`src/rtl/mem_arbiter_pkg.sv`:
```
// mem_arbiter_pkg: shared state encoding, counter widths and parameter range check for mem_arbiter
package mem_arbiter_pkg;
  typedef enum logic [1:0] {S_IDLE, S_GRANT, S_WAIT, S_RESP} state_e;
  localparam int STARVE_W = 4;
  localparam int LAT_W = 2;
  function automatic bit params_ok(input int mem_lat, input int starve_max);
    return mem_lat >= 1 && mem_lat <= 4 && starve_max >= 1 && starve_max <= 15;
  endfunction
endpackage

```
`src/rtl/mem_arbiter.sv`:
```
// mem_arbiter: single-port memory arbiter between fetch (I) and data (D) sides, one outstanding access
module mem_arbiter
  import mem_arbiter_pkg::*;
#(
  parameter int ADDR_W     = 32,
  parameter int DATA_W     = 32,
  parameter int MEM_LAT    = 1,
  parameter int STARVE_MAX = 4
) (
  input  logic              clk_i,
  input  logic              rst_ni,
  input  logic              i_req_i,
  input  logic [ADDR_W-1:0] i_addr_i,
  output logic              i_gnt_o,
  output logic              i_rvalid_o,
  output logic [DATA_W-1:0] i_rdata_o,
  input  logic              d_req_i,
  input  logic              d_we_i,
  input  logic [3:0]        d_be_i,
  input  logic [ADDR_W-1:0] d_addr_i,
  input  logic [DATA_W-1:0] d_wdata_i,
  output logic              d_gnt_o,
  output logic              d_rvalid_o,
  output logic [DATA_W-1:0] d_rdata_o,
  output logic              m_req_o,
  output logic              m_we_o,
  output logic [3:0]        m_be_o,
  output logic [ADDR_W-1:0] m_addr_o,
  output logic [DATA_W-1:0] m_wdata_o,
  input  logic [DATA_W-1:0] m_rdata_i,
  output logic              busy_o
);
  if (!params_ok(MEM_LAT, STARVE_MAX)) begin : g_bad_params
    $error("mem_arbiter: MEM_LAT must be 1..4 and STARVE_MAX 1..15");
  end
  state_e              state_q;
  logic [LAT_W-1:0]    lat_q;
  logic [STARVE_W-1:0] starve_q;
  logic                sel_i_q;
  logic                i_gnt_q, d_gnt_q, i_rvalid_q, d_rvalid_q, m_req_q, m_we_q, busy_q;
  logic [3:0]          m_be_q;
  logic [ADDR_W-1:0]   m_addr_q;
  logic [DATA_W-1:0]   m_wdata_q, i_rdata_q, d_rdata_q;
  logic                i_win_d;
  logic                starved_d;
  // D wins ties unless I has waited through STARVE_MAX consecutive D grants
  always_comb begin
    starved_d = starve_q == STARVE_W'(STARVE_MAX);
    i_win_d   = i_req_i && (!d_req_i || starved_d);
  end
  // grant FSM with latency counter, starvation counter and registered outputs
  always_ff @(posedge clk_i or negedge rst_ni) begin
    if (!rst_ni) begin
      state_q    <= S_IDLE;
      lat_q      <= '0;
      starve_q   <= '0;
      sel_i_q    <= 1'b0;
      i_gnt_q    <= 1'b0;
      d_gnt_q    <= 1'b0;
      i_rvalid_q <= 1'b0;
      d_rvalid_q <= 1'b0;
      i_rdata_q  <= '0;
      d_rdata_q  <= '0;
      m_req_q    <= 1'b0;
      m_we_q     <= 1'b0;
      m_be_q     <= '0;
      m_addr_q   <= '0;
      m_wdata_q  <= '0;
      busy_q     <= 1'b0;
    end else begin
      i_gnt_q    <= 1'b0;
      d_gnt_q    <= 1'b0;
      m_req_q    <= 1'b0;
      i_rvalid_q <= 1'b0;
      d_rvalid_q <= 1'b0;
      i_rdata_q  <= '0;
      d_rdata_q  <= '0;
      case (state_q)
        S_IDLE: begin
          starve_q <= (!i_req_i || i_win_d) ? '0 : starve_q + STARVE_W'(!starved_d);
          if (i_req_i || d_req_i) begin
            state_q   <= S_GRANT;
            busy_q    <= 1'b1;
            sel_i_q   <= i_win_d;
            i_gnt_q   <= i_win_d;
            d_gnt_q   <= !i_win_d;
            m_req_q   <= 1'b1;
            m_we_q    <= !i_win_d && d_we_i;
            m_be_q    <= i_win_d ? 4'hF : d_be_i;
            m_addr_q  <= i_win_d ? i_addr_i : d_addr_i;
            m_wdata_q <= i_win_d ? '0 : d_wdata_i;
          end
        end
        S_GRANT: begin
          state_q <= S_WAIT;
          lat_q   <= LAT_W'(MEM_LAT - 1);
        end
        S_WAIT: begin
          lat_q <= lat_q - LAT_W'(1);
          if (lat_q == '0) begin
            state_q    <= S_RESP;
            busy_q     <= 1'b0;
            i_rvalid_q <= sel_i_q;
            d_rvalid_q <= !sel_i_q;
            i_rdata_q  <= sel_i_q ? m_rdata_i : '0;
            d_rdata_q  <= (!sel_i_q && !m_we_q) ? m_rdata_i : '0;
          end
        end
        default: state_q <= S_IDLE;
      endcase
    end
  end
  assign i_gnt_o    = i_gnt_q;
  assign d_gnt_o    = d_gnt_q;
  assign i_rvalid_o = i_rvalid_q;
  assign d_rvalid_o = d_rvalid_q;
  assign i_rdata_o  = i_rdata_q;
  assign d_rdata_o  = d_rdata_q;
  assign m_req_o    = m_req_q;
  assign m_we_o     = m_we_q;
  assign m_be_o     = m_be_q;
  assign m_addr_o   = m_addr_q;
  assign m_wdata_o  = m_wdata_q;
  assign busy_o     = busy_q;
  a_i_hold: assert property (@(posedge clk_i) disable iff (!rst_ni)
    $past(i_req_i && !i_gnt_o) && !i_gnt_o |-> i_req_i);
  a_d_hold: assert property (@(posedge clk_i) disable iff (!rst_ni)
    $past(d_req_i && !d_gnt_o) && !d_gnt_o |-> d_req_i);
endmodule

```
`config.mk`:
```
export PLATFORM = sky130hd
export DESIGN_NAME = mem_arbiter
export DESIGN_NICKNAME = d
export VERILOG_FILES = /design/src/rtl/mem_arbiter_pkg.sv /design/src/rtl/mem_arbiter.sv
export SDC_FILE = /design/constraint.sdc
export NUM_CORES = 1
export LEC_CHECK = 0
export ABC_CLOCK_PERIOD_IN_PS = 2200
export BUFFER_PORTS_ARGS = -buffer_cell sky130_fd_sc_hd__buf_2
export CAP_MARGIN = 15
export CORE_AREA = 3 3 121 123
export DETAILED_ROUTE_END_ITERATION = 8
export DIE_AREA = 0 0 124 126
export GPL_TIMING_DRIVEN = 0
export MAX_ROUTING_LAYER = met4
export PLACE_DENSITY = 0.77
export SETUP_SLACK_MARGIN = 0.02
export SYNTH_ARGS = -nofsm -noshare
export SYNTH_HDL_FRONTEND = slang
export SYNTH_SLANG_ARGS = --single-unit
```
`constraint.sdc`:
```
create_clock -name clk_i -period 2.2 [get_ports clk_i]
set_input_delay 0.11 -clock clk_i [delete_from_list [all_inputs] [get_ports clk_i]]
set_output_delay 0.11 -clock clk_i [all_outputs]
set_load 0.1 [all_outputs]
```
# After elaboration in Yosys (flattened, before gate mapping)
# Index checks and enable logic that the tools add are counted.
# word_totals
regBits	148
inputBits	137
output_inout_bits	139
wordCells	69
# op_classes
add_sub_neg	2
eq_ne	5
n_mux	27
n_reduce_logical	19
# op_table
cell	count
2-to-1 mux 32 bit	8
2-to-1 mux 1 bit	12
2-to-1 mux 4 bit	2
zero test 1 bit	6
case mux 2 bit (3 select lines)	1
adder 4 x 1 -> 4 bit	1
equality test 4 x 3 -> 1 bit, second input constant	1
zero test 2 bit	2
2-to-1 mux 2 bit	2
inequality test 2 bit, second input constant	2
case mux 2 bit (2 select lines)	1
AND reduction 2 bit	2
nonzero test 2 bit	2
logical AND 1 bit	3
logical OR 1 bit	3
AND reduction 3 bit	1
equality test 2 x 1 -> 1 bit, second input constant	1
equality test 2 bit, second input constant	1
case mux 1 bit (2 select lines)	1
subtractor 2 x 1 -> 2 bit, second input constant	1

# Longest topological paths before layout
# Gate-level depths: netlist of the first run.
# logic_depth
depth_word	6
mapped_depth	8
depth_no_buf	7

# Worst setup path after synthesis of the first run
# No wires, ideal clock.
# synth_path
path_kind	reg-to-reg
from	register state_q[0]
to	register m_addr_q[10] (netlist: m_addr_o[10])
setup_time_ps	126
arrival_time_ps	1500
required_ps	2074
setup_slack_ps	575
path_stages_with_launch	8
path_buffers	2
period_less_slack_ps	1625
cell_sequence	dfrtp_1 inv_1 ha_1 buf_2 o21ai_0 clkbuf_1 and2_1 a221o_1
# synth_via
elab_chain_len	2
# synth_lines
item	line	source
start, declared	mem_arbiter.sv:36	state_e state_q;
start signal, assigned	mem_arbiter.sv:54	state_q <= S_IDLE;
start signal, assigned	mem_arbiter.sv:82	state_q <= S_GRANT;
start signal, assigned	mem_arbiter.sv:95	state_q <= S_WAIT;
zero test 2 bit	mem_arbiter.sv:78	case (state_q)
AND reduction 2 bit (no source line)	n/a	
end signal, assigned	mem_arbiter.sv:90	m_addr_q <= i_win_d ? i_addr_i : d_addr_i;
end, declared	mem_arbiter.sv:42	logic [ADDR_W-1:0] m_addr_q;
# No other way between the ends.
# A chain may end at the register's enable or synchronous reset.

# Final worst setup path of the first run
# layout_path
from	register state_q[0]
to	register d_rdata_q[27] (netlist: d_rdata_o[27])
# layout_via
elab_chain_len	2
# layout_lines
item	line	source
equality test 2 bit	mem_arbiter.sv:78	
2-to-1 mux 32 bit	mem_arbiter.sv:78	
end signal, assigned	mem_arbiter.sv:106	d_rdata_q <= (!sel_i_q && !m_we_q) ? m_rdata_i : '0;
end, declared	mem_arbiter.sv:43	logic [DATA_W-1:0] m_wdata_q, i_rdata_q, d_rdata_q;
# No other way between the ends.

==> results of run 1 <==
Yosys cell counts (2+ instances only):
cell,number,area share (%)
a21oi_1,2,0.18
a221o_1,31,5.7
a22o_1,33,5.3
and2_0,2,0.23
and2_1,93,11
buf_2,9,0.83
buf_6,3,0.62
clkbuf_1,12,0.83
dfrtp_1,148,68
ha_1,7,1.6
inv_1,11,0.76
mux2i_1,3,0.55
nand2_1,2,0.14
nand3b_1,2,0.28
nor2_1,5,0.35
o21ai_0,3,0.28
o22a_1,4,0.65
xor2_1,2,0.32
worst paths after layout:
| path | to | depth (start not counted) | slack [ns] | startpoint |
|---|---|---|---|---|
| max in group asynchronous | d_rvalid_o$_DFF_PN0_ | 3 | 1.14 | rst_ni |
| min | m_addr_o[31]$_DFFE_PN0P_ | 3 | 0.1 | d_addr_i[31] |
| max | d_rdata_o[27]$_DFF_PN0_ | 6 | 0.17 | state_q[0]$_DFFE_PN0P_ |
| min reg2reg | d_rvalid_o$_DFF_PN0_ | 1 | 0.49 | sel_i_q$_DFFE_PN0P_ |
| min in group asynchronous | m_wdata_o[9]$_DFFE_PN0P_ | 2 | 0.26 | rst_ni |
| max reg2reg | d_rdata_o[27]$_DFF_PN0_ | 6 | 0.17 | state_q[0]$_DFFE_PN0P_ |
through the flow:
stage | utilization [%] | TNS, ns | area [um2] | setup slack [ns]
after floorplan | - | 0 | 5430 | 0.575
after global placement | 51.1 | -131.13 | 7030 | -0.895
after detailed placement | 51.3 | 0 | 7070 | 0.182
after CTS | 65.3 | 0 | 9000 | 0.162
after global routing | 65.4 | 0 | 9000 | 0.0369
final | 65.4 | 0 | 9000 | 0.175
worst register-to-register path, stage by stage, from the launching register on:
cell and delay, ns:
dfrtp_1 0.38, inv_1 0.10, ha_1 0.29, nand2_1 0.11
nor3_1 0.50, clkbuf_1 0.38, and2_1 0.21
what timing repair did:
| item | in CTS | in global routing |
|---|---|---|
| endpoints found under the hold margin | 199 | 0 |
| endpoints found under the setup margin | 0 | 28 |
| hold buffers | 132 | 0 |
| resized for setup | 0 | 2 |
layout by cell type (no fill, tap or decap), types with 2 or more instances in the layout:
cell           count
dlygate4sd3_1    132
clkbuf_1          14
nor2_1             5
buf_2            283
nand2_1            2
clkbuf_8           4
nand3b_1           2
a221o_1           31
a22o_1            33
inv_1             11
diode_2            2
and2_0             2
o21ai_0            2
o22a_1             4
mux2i_1            3
and2_1            93
clkbuf_16         17
xor2_1             2
buf_6              4
dfrtp_1          148
bufinv_16          3
clkinvlp_4         3
ha_1               7
metal layers:
layer,part of all wire (%),GRT usage (%),wire length (um)
met1,37,26.5,7180
met2,52,41.3,9910
met4,4.1,13.9,777
met3,6.7,7.59,1280
met5,0,-,0
cell families (layout without fill, tap and decap cells):
group / Yosys count / after routing
compound gates: 80 / 80
xor+xnor: 2 / 2
fa+ha+maj: 7 / 7
buf+inv: 36 / 474
flops: 148 / 148
mux: 4 / 4
other cells: 0 / 2
simple gates: 112 / 112
layout make-up:
cell class	count	share of cell area, %
Antenna cell	2	0.0556
Buffer	24	1.38
Clock buffer	23	5.42
Clock inverter	7	1.35
Inverter	12	0.500
Multi-Input combinational cell	205	17.3
Sequential cell	148	41.1
Tap cell	180	2.50
Timing Repair Buffer	408	30.3
flip-flops by register name, indices dropped and copies added, names as in the netlist, 2 cells and up:
name,count
d_rdata_o,32
i_rdata_o,32
m_addr_o,32
m_wdata_o,32
m_be_o,4
starve_q,4
lat_q,2
state_q,2
==> results.yml, run 1 <==
synth:
  synth_edf_count: 0
  synth_area_mm2: 0.00543
  synth_top_flop_cell: "dfrtp_1"
  synthCells: 389
  synth_cell_types: 35
  ys_ff_latch: 148
  yosysWarnings: 0
  synth.mux.area_fraction_pct: 0.760
  synthArstFlopShare_pct: 100
  synthSimpleGateAreaFrac_pct: 12.9
  syn_avg_cell_area_um2: 14.0
  yosys.area_share.xor_xnor_pct: 0.323
  synth_top_family_by_area: "compound AO/OA/AOI/OAI gates"
  seq_area_frac_synth_pct: 68.2
  synth_compound_area_share_pct: 13.1
  syn_nets: 533
  synth_fa_ha_area_share_pct: 1.61
detailed_routing:
  ant_nets: 0
  via_per_inst: 4.98
  vias: 5029
  wl_per_cell_um: 19.0
  drc_errors: 0
  finalWirelength_mm: 19.1
  drt_iter0_drc: 333
  drtPass1Iterations: 5
final_layout:
  syn_to_final_growth_pct: 65.8
  multiInputGateArea_mm2: 0.00156
  instances_no_fill: 1009
  drive_gt1_share_pct: 38.8
  regArea_mm2: 0.00370
  final.fill_count: 971
  finalNetCount: 960
setup_path:
  arrival_ns: 2.38
  crit_family: "simple AND/OR/NAND/NOR gates"
  cp_max_fo: 10
  endpoint_kind: "flip-flop"
  slowest_stage: "nor3_1"
  crit_type: "reg2reg"
  slowest_delay_ns: 0.50
  crit_chain: "inv_1, ha_1, nand2_1, nor3_1, clkbuf_1, and2_1"
  start_kind: "flip-flop"
  cp_num_buf_inv: 2
  required_ns: 2.55
sta:
  fin_skew_ns: 0.0117
  hold_violations: 0
  fin_crit_ns: 2.03
  worst_pin_slew_ns: 0.627
  min_period_over_period_pct: 92.1
  slew_headroom_pct: 57.9
  rsz0062_at_grt: "false"
  finalSetupViolations: 0
  hold_ws_ns: 0.0989
  report.final.slew_viol_count: 0
  fmax_ghz: 0.494
global_routing:
  grt_pass1_wl_mm: 28.8
  grt_max_degree: 82
  grt_use_total_pct: 25.0
  antenna_found_initial: 1
  grt-ovfl-total: 0
  grt_pass1_vias: 5535
run_status:
  status: "complete, no violations"
clocking:
  htree_levels: 4
  insertion_delay_ns: 0.42
  cts_made_buffers: 17
  clock-sinks: 148
  clk_pin_slew_worst_paths_ns: 0.06
  cts_tree: "done"
  clockBufferDepth: 2
  clockRootBuffer: "clkbuf_16"
  post-cts-setup-buffers: 0
worst_hold_path:
  hold_class: "in2reg"
placement:
  portBuffers: 275
  place.gp.congestion: 0.828
  dp.final_hpwl_mm: 11.5
  placedCellCount: 845
floorplan:
  die_w_um: 124
  rows: 43
  dieArea_mm2: 0.0156
  initial_core_util_pct: 39.4
  io_pins: 276
  fp.coreArea_mm2: 0.0138
  die_h_um: 126
job:
  maxCapViolCount: 0
Power of run 1 is not shown: default switching activity piles up to over one toggle a cycle in this logic, so the estimate is an artifact.
==> inputs of run 2 (changes only) <==
- CORE_AREA: 3 3 121 123 -> 3 3 114 116
- DIE_AREA: 0 0 124 126 -> 0 0 117 119
- PLACE_DENSITY: 0.77 -> 0.84
- REMOVE_ABC_BUFFERS: default -> 1
==> results.yml, run 2 (synthesis results as in run 1) <==
placement:
  dp.final_hpwl_mm: 10.2
  portBuffers: 275
  place_ws_ns: -0.158
  place.gp.congestion: 0.770
setup_path:
  start_kind: "flip-flop"
  arrival_ns: 2.35
  crit_type: "reg2reg"
  endpoint_kind: "flip-flop"
  required_ns: 2.54
  cp_max_fo: 33
floorplan:
  rows: 40
  fp.coreArea_mm2: 0.0120
  die_h_um: 119
  io_pins: 276
  initial_core_util_pct: 45.2
  dieArea_mm2: 0.0139
  die_w_um: 117
job:
  maxCapViolCount: 0
final_layout:
  finalNetCount: 940
  mostFrequentLayoutCells: "buf_2, dfrtp_1, dlygate4sd3_1, and2_1, a22o_1"
  mostFrequentLayoutCell: "buf_2"
  regArea_mm2: 0.00370
  syn_to_final_growth_pct: 64.1
  drive_gt1_share_pct: 39.3
  final.fill_count: 711
  multiInputGateArea_mm2: 0.00160
  fin_util_pct: 74.2
detailed_routing:
  drtPass1Iterations: 4
  ant_nets: 0
  vias: 5091
  drt_iter0_drc: 453
  via_per_inst: 5.32
  drc_errors: 0
  wl_per_cell_um: 20.4
  finalWirelength_mm: 19.5
run_status:
  status: "complete, no violations"
sta:
  min_period_over_period_pct: 91.5
  finalSetupViolations: 0
  report.final.slew_viol_count: 0
  worst_pin_slew_ns: 1.01
  fin_skew_ns: 0.0106
  fmax_ghz: 0.497
  finalSetupTns_ns: 0
  rsz0062_at_grt: "false"
  hold_violations: 0
  fin_crit_ns: 2.01
  slew_headroom_pct: 32.6
  layout_setup_ws_ns: 0.188
clocking:
  clockRootBuffer: "clkbuf_16"
  clk_pin_slew_worst_paths_ns: 0.06
  clockBufferDepth: 2
  insertion_delay_ns: 0.41
  cts_tree: "done"
  clock-sinks: 148
  htree_levels: 4
  cts_made_buffers: 17
global_routing:
  grt_pass1_vias: 5592
  grt_pass1_wl_mm: 29.2
  grt_max_degree: 83
  grt-ovfl-total: 0
  antenna_found_initial: 0
  grt_use_total_pct: 28.6
worst_hold_path:
  hold_class: "in2reg"
-- run 2: path summary, 6_finish.rpt --
check / to / start / cells past startpoint / slack [ns]
setup / recovery: i_rdata_o[20]$_DFF_PN0_ / state_q[0]$_DFFE_PN0P_ / 4 / 0.19
hold / removal: m_addr_o[31]$_DFFE_PN0P_ / d_addr_i[31] / 3 / 0.10
setup reg to reg: i_rdata_o[20]$_DFF_PN0_ / state_q[0]$_DFFE_PN0P_ / 4 / 0.19
hold reg to reg: d_rvalid_o$_DFF_PN0_ / sel_i_q$_DFFE_PN0P_ / 1 / 0.49
max in group asynchronous: m_wdata_o[19]$_DFFE_PN0P_ / rst_ni / 3 / 1.13
min in group asynchronous: d_rdata_o[30]$_DFF_PN0_ / rst_ni / 2 / 0.25
-- run 2: metrics by stage --
stage	cell area (um2)	hold slack [ns]	std cells
6_report	8910	0.102	957
5_1_grt	8910	0.108	956
4_1_cts	8890	0.0584	955
3_5_place_dp	6960	0.139	790
3_3_place_gp	6870	0.325	787
2_1_floorplan	5310	-0.186	365
-- run 2: timing repair --
item / CTS / global route
setup endpoints to repair: 65 / 9
gates cloned: 1 / 0
gates resized for setup: 2 / 2
hold endpoints to repair: 198 / 0
setup buffers: 0 / 1
hold buffers: 132 / 0
-- run 2: layer usage --
metal / track usage, % / share of wire, % / up-vias
met5: - / 0 / -
met4: 15.0 / 4.2 / 0
met3: 9.50 / 9.6 / 77
met2: 47.0 / 51 / 352
met1: 30.4 / 35 / 2480
li1: - / - / 2182
-- run 2: final cells by class --
| class | instances | area share, % |
|---|---|---|
| diodes | 1 | 0.0281 |
| clock buffers | 21 | 5.17 |
| clock inverters | 11 | 1.42 |
| inverters | 12 | 0.561 |
| multi-input cells | 206 | 18.0 |
| flip-flops and latches | 148 | 41.5 |
| well taps | 147 | 2.06 |
| repair buffers | 411 | 31.2 |
-- run 2: worst max-delay path, cell delays in order, from the launching register on --
cell	delay (ns)
dfrtp_1	0.39
inv_1	0.11
ha_1	0.30
and3_1	0.87
and2_1	0.26
Power of run 2 is left out for the same reason.
